### config.mk
export PLATFORM = sky130hd
export DESIGN_NAME = mux4_rr_arbiter_flat
export DESIGN_NICKNAME = d
export VERILOG_FILES = /design/src/rtl/mux4_rr_arbiter_if.sv /design/src/rtl/mux4_rr_arbiter.sv /design/src/flat_wrapper.sv
export SDC_FILE = /design/constraint.sdc
export NUM_CORES = 1
export LEC_CHECK = 0
export ABC_AREA = 1
export BUFFER_PORTS_ARGS = -buffer_cell sky130_fd_sc_hd__buf_2
export CORE_MARGIN = 2
export CORE_UTILIZATION = 55
export CTS_BUF_LIST = sky130_fd_sc_hd__clkbuf_16
export DETAILED_ROUTE_END_ITERATION = 8
export GPL_TIMING_DRIVEN = 0
export PLACE_DENSITY = 0.88
export SYNTH_ARGS = -nofsm -noshare
export SYNTH_HDL_FRONTEND = slang
export SYNTH_SLANG_ARGS = --single-unit
export TNS_END_PERCENT = 30
### constraint.sdc
create_clock -name clk -period 4 [get_ports clk]
set_input_delay 1 -clock clk [delete_from_list [all_inputs] [get_ports clk]]
set_output_delay 1 -clock clk [all_outputs]
set_load 0.005 [all_outputs]
### src/rtl/mux4_rr_arbiter_if.sv
// Handshake bundle between the four requesters, the downstream sink and the
// round-robin arbiter that steers the 4:1 mux.
interface mux4_rr_arbiter_if;
  logic [3:0] req;
  logic [3:0] last;
  logic       out_ready;
  logic [1:0] sel;
  logic [3:0] gnt;
  logic [3:0] ready;
  logic       out_valid;
  logic       busy;
  logic       drop;

  modport master (
    output req, last, out_ready,
    input  sel, gnt, ready, out_valid, busy, drop
  );

  modport slave (
    input  req, last, out_ready,
    output sel, gnt, ready, out_valid, busy, drop
  );
endinterface

### src/rtl/mux4_rr_arbiter.sv
// Round-robin packet arbiter for a 4:1 mux: grants one requester per packet,
// drives the mux select and revokes an owner that stays silent for TMO cycles.
module mux4_rr_arbiter #(
  parameter int TMO = 16
) (
  input  logic              clk,
  input  logic              rst_n,
  mux4_rr_arbiter_if.slave  bus
);
  localparam int TW = (TMO > 2) ? $clog2(TMO) : 1;

  typedef enum logic {IDLE, OWN} state_t;

  state_t         state_reg;
  logic [1:0]     ptr_reg;
  logic [1:0]     sel_reg;
  logic [3:0]     gnt_reg;
  logic           drop_reg;
  logic [TW-1:0]  tcnt_reg;

  logic [3:0]     rot_req;
  logic [1:0]     pick_next;
  logic [3:0]     pick_onehot;
  logic           owner_req;
  logic           owner_last;

  // rot_req[k] is the request of the requester k places after the pointer
  genvar gi;
  generate
    for (gi = 0; gi < 4; gi++) begin : g_rot
      assign rot_req[gi] = bus.req[2'(ptr_reg + 2'(gi))];
    end
  endgenerate

  always_comb begin
    pick_next = ptr_reg;
    for (int k = 3; k >= 0; k--) begin
      if (rot_req[k]) pick_next = 2'(ptr_reg + 2'(k));
    end
    pick_onehot = 4'b0001 << pick_next;
  end

  assign owner_req  = bus.req[sel_reg];
  assign owner_last = bus.last[sel_reg];

  always_ff @(posedge clk) begin
    if (!rst_n) begin
      state_reg <= IDLE;
      ptr_reg   <= 2'd0;
      sel_reg   <= 2'd0;
      gnt_reg   <= 4'd0;
      drop_reg  <= 1'b0;
      tcnt_reg  <= '0;
    end else begin
      drop_reg <= 1'b0;
      case (state_reg)
        IDLE: begin
          if (|bus.req) begin
            state_reg <= OWN;
            gnt_reg   <= pick_onehot;
            sel_reg   <= pick_next;
            tcnt_reg  <= '0;
          end
        end
        OWN: begin
          if (owner_req) begin
            tcnt_reg <= '0;
            if (bus.out_ready && owner_last) begin
              state_reg <= IDLE;
              gnt_reg   <= 4'd0;
              ptr_reg   <= 2'(sel_reg + 2'd1);
            end
          end else if (tcnt_reg == TW'(TMO - 1)) begin
            // owner went quiet for TMO cycles: revoke and flag it
            state_reg <= IDLE;
            gnt_reg   <= 4'd0;
            ptr_reg   <= 2'(sel_reg + 2'd1);
            drop_reg  <= 1'b1;
            tcnt_reg  <= '0;
          end else begin
            tcnt_reg <= tcnt_reg + 1'b1;
          end
        end
        default: state_reg <= IDLE;
      endcase
    end
  end

  assign bus.sel       = sel_reg;
  assign bus.gnt       = gnt_reg;
  assign bus.busy      = (state_reg == OWN);
  assign bus.drop      = drop_reg;
  assign bus.ready     = gnt_reg & {4{bus.out_ready}};
  assign bus.out_valid = (state_reg == OWN) & owner_req;
endmodule

### src/flat_wrapper.sv
// flat-port wrapper written by rule: the top's interface ports become plain ports
module mux4_rr_arbiter_flat 
#(
  parameter int TMO = 16
)
  (clk, rst_n, bus_req, bus_last, bus_out_ready, bus_sel, bus_gnt, bus_ready, bus_out_valid, bus_busy, bus_drop);
  mux4_rr_arbiter_if bus_i ();
  input  logic clk;
  input  logic rst_n;
  input wire logic [$bits(bus_i.req)-1:0] bus_req;
  input wire logic [$bits(bus_i.last)-1:0] bus_last;
  input wire logic [$bits(bus_i.out_ready)-1:0] bus_out_ready;
  output wire logic [$bits(bus_i.sel)-1:0] bus_sel;
  output wire logic [$bits(bus_i.gnt)-1:0] bus_gnt;
  output wire logic [$bits(bus_i.ready)-1:0] bus_ready;
  output wire logic [$bits(bus_i.out_valid)-1:0] bus_out_valid;
  output wire logic [$bits(bus_i.busy)-1:0] bus_busy;
  output wire logic [$bits(bus_i.drop)-1:0] bus_drop;
  assign bus_i.req = bus_req;
  assign bus_i.last = bus_last;
  assign bus_i.out_ready = bus_out_ready;
  assign bus_sel = bus_i.sel;
  assign bus_gnt = bus_i.gnt;
  assign bus_ready = bus_i.ready;
  assign bus_out_valid = bus_i.out_valid;
  assign bus_busy = bus_i.busy;
  assign bus_drop = bus_i.drop;
  mux4_rr_arbiter #(.TMO(TMO)) u_core (.clk(clk), .rst_n(rst_n), .bus(bus_i));
endmodule
==> out/results.md, run 1 <==
| Stage | Item | Reported |
| --- | --- | --- |
| outcome | Run status | complete, no violations |
| critical path | Largest delay contributor family on the critical path | buffers and inverters |
| global routing | Initial antenna violation count | 0 |
| logic synthesis | Synth cell count leaders | 33 x sky130_fd_sc_hd__nand2_1, 20 x sky130_fd_sc_hd__inv_1, 17 x sky130_fd_sc_hd__nand3_1 |
| timing | Setup violators final | 0 |
| floorplan | Initial core utilization | 0.600 |
| floorplan | Die outline area | 2030 sq um |
| critical path | Worst R2R Start | u_core.bus.sel[0] |
| critical path | Critical register-to-register path endpoint | u_core.ptr_reg[1] |
| critical path | Crit-path max FO | 3 |
| layout | Fraction of final layout cells with drive strength greater than 1 | 0.275 |
| logic synthesis | Top cells by area, synth | sky130_fd_sc_hd__dfxtp_1 30%, sky130_fd_sc_hd__nand2_1 13%, sky130_fd_sc_hd__nand3_1 9.2% |
| timing | Skew final | 2.11 ps |
| power | Power density over cell area | 487 nW/um^2 |
| cts | Root Buffer | sky130_fd_sc_hd__clkbuf_16 |
| critical path | Worst path max stage delay | 120 ps |
| floorplan | IO Count | 24 |
| cts | Number of buffers inserted during clock tree synthesis | 3 |
| layout | Nets | 184 |
| global routing | Overall routing resource usage | 0.254 |
| critical path | R2R Setup Slk | 2480 ps |
| power | Overall power after layout | 552 uW |
| critical path | WP buf/inv | 4 |
| critical path | Count of cell instances traversed by the critical path | 8 |
| timing | Achievable frequency | 0.364 GHz |
| logic synthesis | Library cell with the highest instance count after synthesis | sky130_fd_sc_hd__nand2_1 |
| logic synthesis | Post-synth EDFFs | 0 |
| placed design | Detailed placer's ending HPWL | 1.66 mm |
| logic synthesis | Dominant cell type by area after synthesis | sky130_fd_sc_hd__dfxtp_1 |
| timing | Count of final hold-check violations | 0 |
| drt | DRC violation count after routing | 0 |
| timing | Unrepaired setup endpoints after global routing | false |
| timing | Final-report max-slew violation count | 0 |
| cts | Deepest clock path buffer count | 2 |
| worst hold path | Hold Path Class | reg -> reg |
| floorplan | Height of the die | 45 microns |
| logic synthesis | Gate Count Post-Synth | 145 |
| logic synthesis | Count of distinct cell types in the synthesized netlist | 24 |
| logic synthesis | Summed instance area of the synthesized netlist | 925 sq um |
| global routing | Wire length of the first global-routing pass | 3.84 mm |
| cts | CTS tree | yes |
| logic synthesis | Flip-flop and latch count after synthesis | 14 |
| drt | Via density per instance | 5.42 |
| critical path | Arrival time worst endpoint | 1750 ps |
| layout | Area growth syn-to-layout | 22.6% |
| drt | Routed len/inst | 11.9 microns |
| critical path | Crit path kind | in -> out |
| placed design | Number of instances in the placed design | 183 |
| global routing | Largest net degree at the start of global routing | 9 |
| placed design | I/O Buffers | 22 |
| cts | Number of gates resized after CTS | 0 |
| floorplan | Number of rows created at floorplan | 14 |
| placed design | RePlAce Congestion | 0.796 |
| logic synthesis | Synthesis warning total | 0 |
| critical path | Chain of cells forming the critical path | buf_2, inv_1, a21oi_1, o21ai_0, nand2_1, inv_1, nor2_1, buf_2 |
| logic synthesis | Prevailing post-synth register cell | sky130_fd_sc_hd__dfxtp_1 |
| logic synthesis | Area fraction of the dominant cell type after synthesis | 0.303 |
| drt | Final ANT Viol Nets | 0 |
| timing | Setup slack of the critical path after layout | 1250 ps |
| timing | Final period demand of the worst path | 2750 ps |
| critical path | Logic depth of the worst register-to-register path | 9 |
| power | Leakage | 0.000620 uW |
| timing | Transition time of the tightest slew-check pin | 434 ps |
| critical path | Worst path slowest cell | sky130_fd_sc_hd__a21oi_1 |
| timing | Final-layout setup total negative slack | 0 ps |
| cts | H-tree depth | 1 |
| logic synthesis | Fraction of registers with async set/reset | 0 |
| logic synthesis | Average cell area after synthesis | 6.38 sq um |
| critical path | Startpoint of the most critical setup path | bus_req[1] |
| cts | Clock sinks | 14 |
| critical path | Kind of capture point of the worst setup path | primary output |
| cts | # hold bufs at CTS | 0 |
| critical path | Endpoint of the worst setup timing path | bus_out_valid |
| layout | Inserted Diodes | 0 |
| global routing | Vias in the first global route | 911 |
| floorplan | Horizontal die dimension | 45 microns |
| run | Number of violations of the max-capacitance limit | 0 |
| power | Largest voltage drop on the vdd net | 344 uV |
| timing | Share of the clock period used by the worst path | 0.687 |
| drt | Via Count | 1,013 |
| global routing | Congestion Overflow GR | 0 |
| critical path | Sort of element at the start of the critical path | input port |
| cts | Clock-pin slew of the registers on the worst-case setup and hold paths | 40 ps |
| logic synthesis | Sequential cell area fraction in the yosys report | 0.303 |
| cts | Total setup buffers inserted after CTS | 0 |
| critical path | Critical path data required time | 3000 ps |
| placed design | Worst slack after detailed placement | 1270 ps |
| layout | Filler-free cell count of the finished design | 187 |
| cts | Clock insertion delay at the later pin of the skew report | 240 ps |
| drt | DRT iter0 DRCs | 35 |
| drt | Total Wirelength | 2.23 mm |
| floorplan | Core Region | 1540 sq um |
| drt | Number of detailed-routing iterations run before antenna repair | 4 |
| logic synthesis | Synthesized netlist net count | 157 |
| worst hold path | Hold wc startpoint | u_core.bus.gnt[0] |
| timing | Slew headroom | 0.710 |
| timing | Worst hold slack after final layout | 499 ps |
## report_power, final
part | switching, uW | internal [uW]
clock network | 55.2 | 132
logic | 122 | 71.9
registers | 14.7 | 156
## kinds of logic (layout without fill, tap and decap cells)
group | Yosys count | after routing | share of synthesized area
compound gates | 19 | 19 | 0.110
fa+ha+maj | 1 | 1 | 0.0135
flops | 14 | 14 | 0.303
xor+xnor | 3 | 3 | 0.0284
buf+inv | 27 | 53 | 0.131
simple gates | 81 | 81 | 0.414
## worst min path at each step
stage | end | depth (start not counted) | slack [ps]
2_1_floorplan | u_core.tcnt_reg[1] | 2 | 480
3_3_place_gp | u_core.bus.gnt[2] | 2 | 490
3_5_place_dp | u_core.bus.gnt[3] | 2 | 490
4_1_cts | u_core.bus.gnt[0] | 2 | 500
5_1_grt | u_core.bus.gnt[0] | 2 | 530
6_report | u_core.bus.gnt[0] | 2 | 500
## routing by layer
metal,global-route usage,share of wire,up-vias
met1,0.308,0.41,463
met5,0,0,-
met4,0.0824,0.015,0
li1,-,-,516
met2,0.466,0.54,26
met3,0.0240,0.034,8
## stage by stage
stage	cell area (sq um)	utilization
floorplan	925	-
global placement	1050	0.684
detailed placement	1050	0.684
CTS	1130	0.735
global route	1130	0.735
finish	1130	0.735
## cells in the final DEF (no fill, tap or decap), types with 4 or more instances in the layout
cell	n
sky130_fd_sc_hd__a21oi_1	9
sky130_fd_sc_hd__nor2_1	10
sky130_fd_sc_hd__dfxtp_1	14
sky130_fd_sc_hd__buf_2	22
sky130_fd_sc_hd__o21ai_0	4
sky130_fd_sc_hd__nand3_1	17
sky130_fd_sc_hd__nand2_1	33
sky130_fd_sc_hd__nand2_2	13
sky130_fd_sc_hd__inv_1	20
## worst register-to-register path, stage by stage, from the launching register on
cell and delay (ps):
sky130_fd_sc_hd__dfxtp_1 310, sky130_fd_sc_hd__buf_4 160, sky130_fd_sc_hd__a21oi_1 140, sky130_fd_sc_hd__o21ai_0 100, sky130_fd_sc_hd__nand2_1 100, sky130_fd_sc_hd__inv_1 80
sky130_fd_sc_hd__nand2_1 110, sky130_fd_sc_hd__nand3_2 180, sky130_fd_sc_hd__nand2_1 150, sky130_fd_sc_hd__o22ai_1 70
## cell type report
class	count	area [sq um]
Sequential cell	14	280
Multi-Input combinational cell	104	523
Clock inverter	1	3.75
Fill cell	128	408
Tap cell	16	20.0
Clock buffer	3	75.1
Buffer	3	23.8
Inverter	24	97.6
Timing Repair Buffer	22	110
Power figures use the tool's default switching activity.
==> inputs of run 2 (changes only) <==
--- a/config.mk
+++ b/config.mk
@@ -7,12 +7,13 @@
 export LEC_CHECK = 0
 export ABC_AREA = 1
 export BUFFER_PORTS_ARGS = -buffer_cell sky130_fd_sc_hd__buf_2
+export CORE_ASPECT_RATIO = 1.5
 export CORE_MARGIN = 2
-export CORE_UTILIZATION = 55
+export CORE_UTILIZATION = 46
 export CTS_BUF_LIST = sky130_fd_sc_hd__clkbuf_16
 export DETAILED_ROUTE_END_ITERATION = 8
 export GPL_TIMING_DRIVEN = 0
-export PLACE_DENSITY = 0.88
+export PLACE_DENSITY = 0.79
 export SYNTH_ARGS = -nofsm -noshare
 export SYNTH_HDL_FRONTEND = slang
 export SYNTH_SLANG_ARGS = --single-unit
==> constraint.sdc (replaced) <==
create_clock -name clk -period 2.47 [get_ports clk]
set_input_delay 0.6175 -clock clk [delete_from_list [all_inputs] [get_ports clk]]
set_output_delay 0.6175 -clock clk [all_outputs]
set_load 0.005 [all_outputs]
==> out/results.md, run 2 (same netlist as run 1, synthesis figures left out) <==
| Stage | Item | Reported |
| --- | --- | --- |
| floorplan | Horizontal die dimension | 40.6 microns |
| layout | Most frequent cells in the layout | 33 x sky130_fd_sc_hd__nand2_1, 22 x sky130_fd_sc_hd__buf_2, 20 x sky130_fd_sc_hd__inv_1 |
| timing | Final-layout setup total negative slack | 0 ps |
| global routing | Initial antenna violation count | 0 |
| outcome | Run status | complete, no violations |
| global routing | Congestion Overflow GR | 0 |
| power | Switching part of the total | 0.347 |
| drt | Via density per instance | 5.20 |
| floorplan | Core Region | 1850 sq um |
| layout | Fraction of final layout cells with drive strength greater than 1 | 0.275 |
| power | Largest voltage drop on the vdd net | 469 uV |
| cts | CTS tree | yes |
| floorplan | Die outline area | 2390 sq um |
| timing | Skew final | 0.725 ps |
| power | Total net switching power | 309 uW |
| drt | Highest metal used | met4 |
| drt | Met2 WL | 1.17 mm |
| cts | Clock insertion delay at the later pin of the skew report | 240 ps |
| critical path | Arrival time worst endpoint | 1320 ps |
| timing | Worst hold slack after final layout | 491 ps |
| timing | Count of final hold-check violations | 0 |
| global routing | Vias in the first global route | 929 |
| floorplan | Initial core utilization | 0.499 |
| cts | Clock sinks | 14 |
| drt | DRT iter0 DRCs | 35 |
| power | Clock network fraction of design power | 0.342 |
| power | Sequential share of power | 0.309 |
| timing | Unrepaired setup endpoints after global routing | false |
| floorplan | IO Count | 24 |
| cts | Deepest clock path buffer count | 2 |
| cts | Total setup buffers inserted after CTS | 0 |
| critical path | Startpoint of the most critical setup path | bus_req[1] |
| cts | Number of gates resized after CTS | 0 |
| critical path | Chain of cells forming the critical path | buf_2, inv_1, a21oi_1, o21ai_0, nand2_1, inv_1, nor2_1, buf_2 |
| layout | Inserted Diodes | 0 |
| layout | Post-Layout Inst Area | 1140 sq um |
| cts | Clock-pin slew of the registers on the worst-case setup and hold paths | 50 ps |
| power | Logic pwr share | 0.348 |
| run | Number of violations of the max-capacitance limit | 0 |
| critical path | Worst path max stage delay | 120 ps |
| worst hold path | Hold wc startpoint | u_core.bus.gnt[2] |
| timing | Setup violators final | 0 |
| floorplan | Number of rows created at floorplan | 19 |
| critical path | Sort of element at the start of the critical path | input port |
| drt | Via Count | 999 |
| timing | Transition time of the tightest slew-check pin | 442 ps |
| global routing | Largest net degree at the start of global routing | 9 |
| drt | Final ANT Viol Nets | 0 |
| cts | Number of buffers inserted during clock tree synthesis | 3 |
| placed design | Number of instances in the placed design | 188 |
| placed design | Detailed placer's ending HPWL | 1.74 mm |
| layout | Nets | 184 |
| power | Overall power after layout | 891 uW |
| drt | DRC violation count after routing | 0 |
| drt | Met1 wire length | 854 microns |
| timing | Achievable frequency | 0.517 GHz |
| floorplan | Height of the die | 58.9 microns |
| timing | Slew headroom | 0.704 |
| global routing | Wire length of the first global-routing pass | 3.48 mm |
| placed design | I/O Buffers | 22 |
| layout | Commonest non-fill, non-tap cell in the layout | sky130_fd_sc_hd__nand2_1 |
| layout | Filler-free cell count of the finished design | 192 |
| drt | Total length of routed met3 wires | 103 microns |
| timing | Final period demand of the worst path | 1930 ps |
| critical path | Worst R2R Start | u_core.bus.sel[0] |
| cts | # hold bufs at CTS | 0 |
| drt | Total Wirelength | 2.17 mm |
| placed design | RePlAce Congestion | 0.793 |
| timing | Share of the clock period used by the worst path | 0.783 |
| critical path | Critical path data required time | 1850 ps |
| power | Power density over cell area | 782 nW/um^2 |
| worst hold path | Hold Path Class | reg -> reg |
| drt | Routed len/inst | 11.3 microns |
| critical path | Crit-path max FO | 3 |
| drt | Number of detailed-routing iterations run before antenna repair | 4 |
| layout | Area growth syn-to-layout | 23.3% |
| placed design | Cell area after placement | 1060 sq um |
| global routing | Overall routing resource usage | 0.204 |
| critical path | Worst path slowest cell | sky130_fd_sc_hd__buf_2 |
| critical path | Kind of capture point of the worst setup path | primary output |
| power | Internal Power | 582 uW |
| critical path | Crit path kind | in -> out |
| cts | Root Buffer | sky130_fd_sc_hd__clkbuf_16 |
| cts | H-tree depth | 1 |
| power | Leakage | 0.000620 uW |
| timing | Final-report max-slew violation count | 0 |
==> run 2: cell counts in the layout (fill, tap and decap cells not counted) <==
Identical to the previous run, type by type.
==> run 2: path summary, 6_finish.rpt <==
| path | endpoint | slack, ps | depth (start not counted) |
|---|---|---|---|
| setup / recovery | bus_out_valid | 540 | 8 |
| hold / removal | u_core.bus.gnt[2] | 490 | 2 |
| setup reg to reg | u_core.ptr_reg[0] | 1010 | 9 |
| hold reg to reg | u_core.bus.gnt[2] | 490 | 2 |
==> run 2: critical path, delay by kind of cell <==
family,cells,cell delay (ps)
buffers and inverters,4,340
AO/OA/AOI/OAI,2,190
AND/OR/NAND/NOR,2,170
==> run 2: through the flow <==
step,utilization,setup slack (ps)
2_1_floorplan,-,803
3_3_place_gp,0.572,542
3_5_place_dp,0.572,528
4_1_cts,0.615,524
5_1_grt,0.615,447
6_report,0.615,536
==> run 2: routing by layer <==
metal  vias up  global-route usage
li1        516                   -
met4         0              0.0810
met1       451               0.215
met3         5              0.0264
met5         -                   0
met2        27               0.376
==> run 2: area by class of cell <==
class | count | area, sq um
flip-flops and latches | 14 | 280
multi-input cells | 104 | 523
plain buffers | 3 | 23.8
clock inverters | 1 | 3.75
fillers | 182 | 714
clock buffers | 3 | 75.1
repair buffers | 22 | 110
well taps | 21 | 26.3
inverters | 24 | 97.6
==> run 2: power by group through the flow <==
stage	combinational (uW)	sequential [uW]	clock [uW]
4_1_cts	311	276	312
3_3_place_gp	297	279	0
6_report	310	276	305
5_1_grt	349	279	321
3_5_place_dp	308	280	0
2_1_floorplan	228	278	0
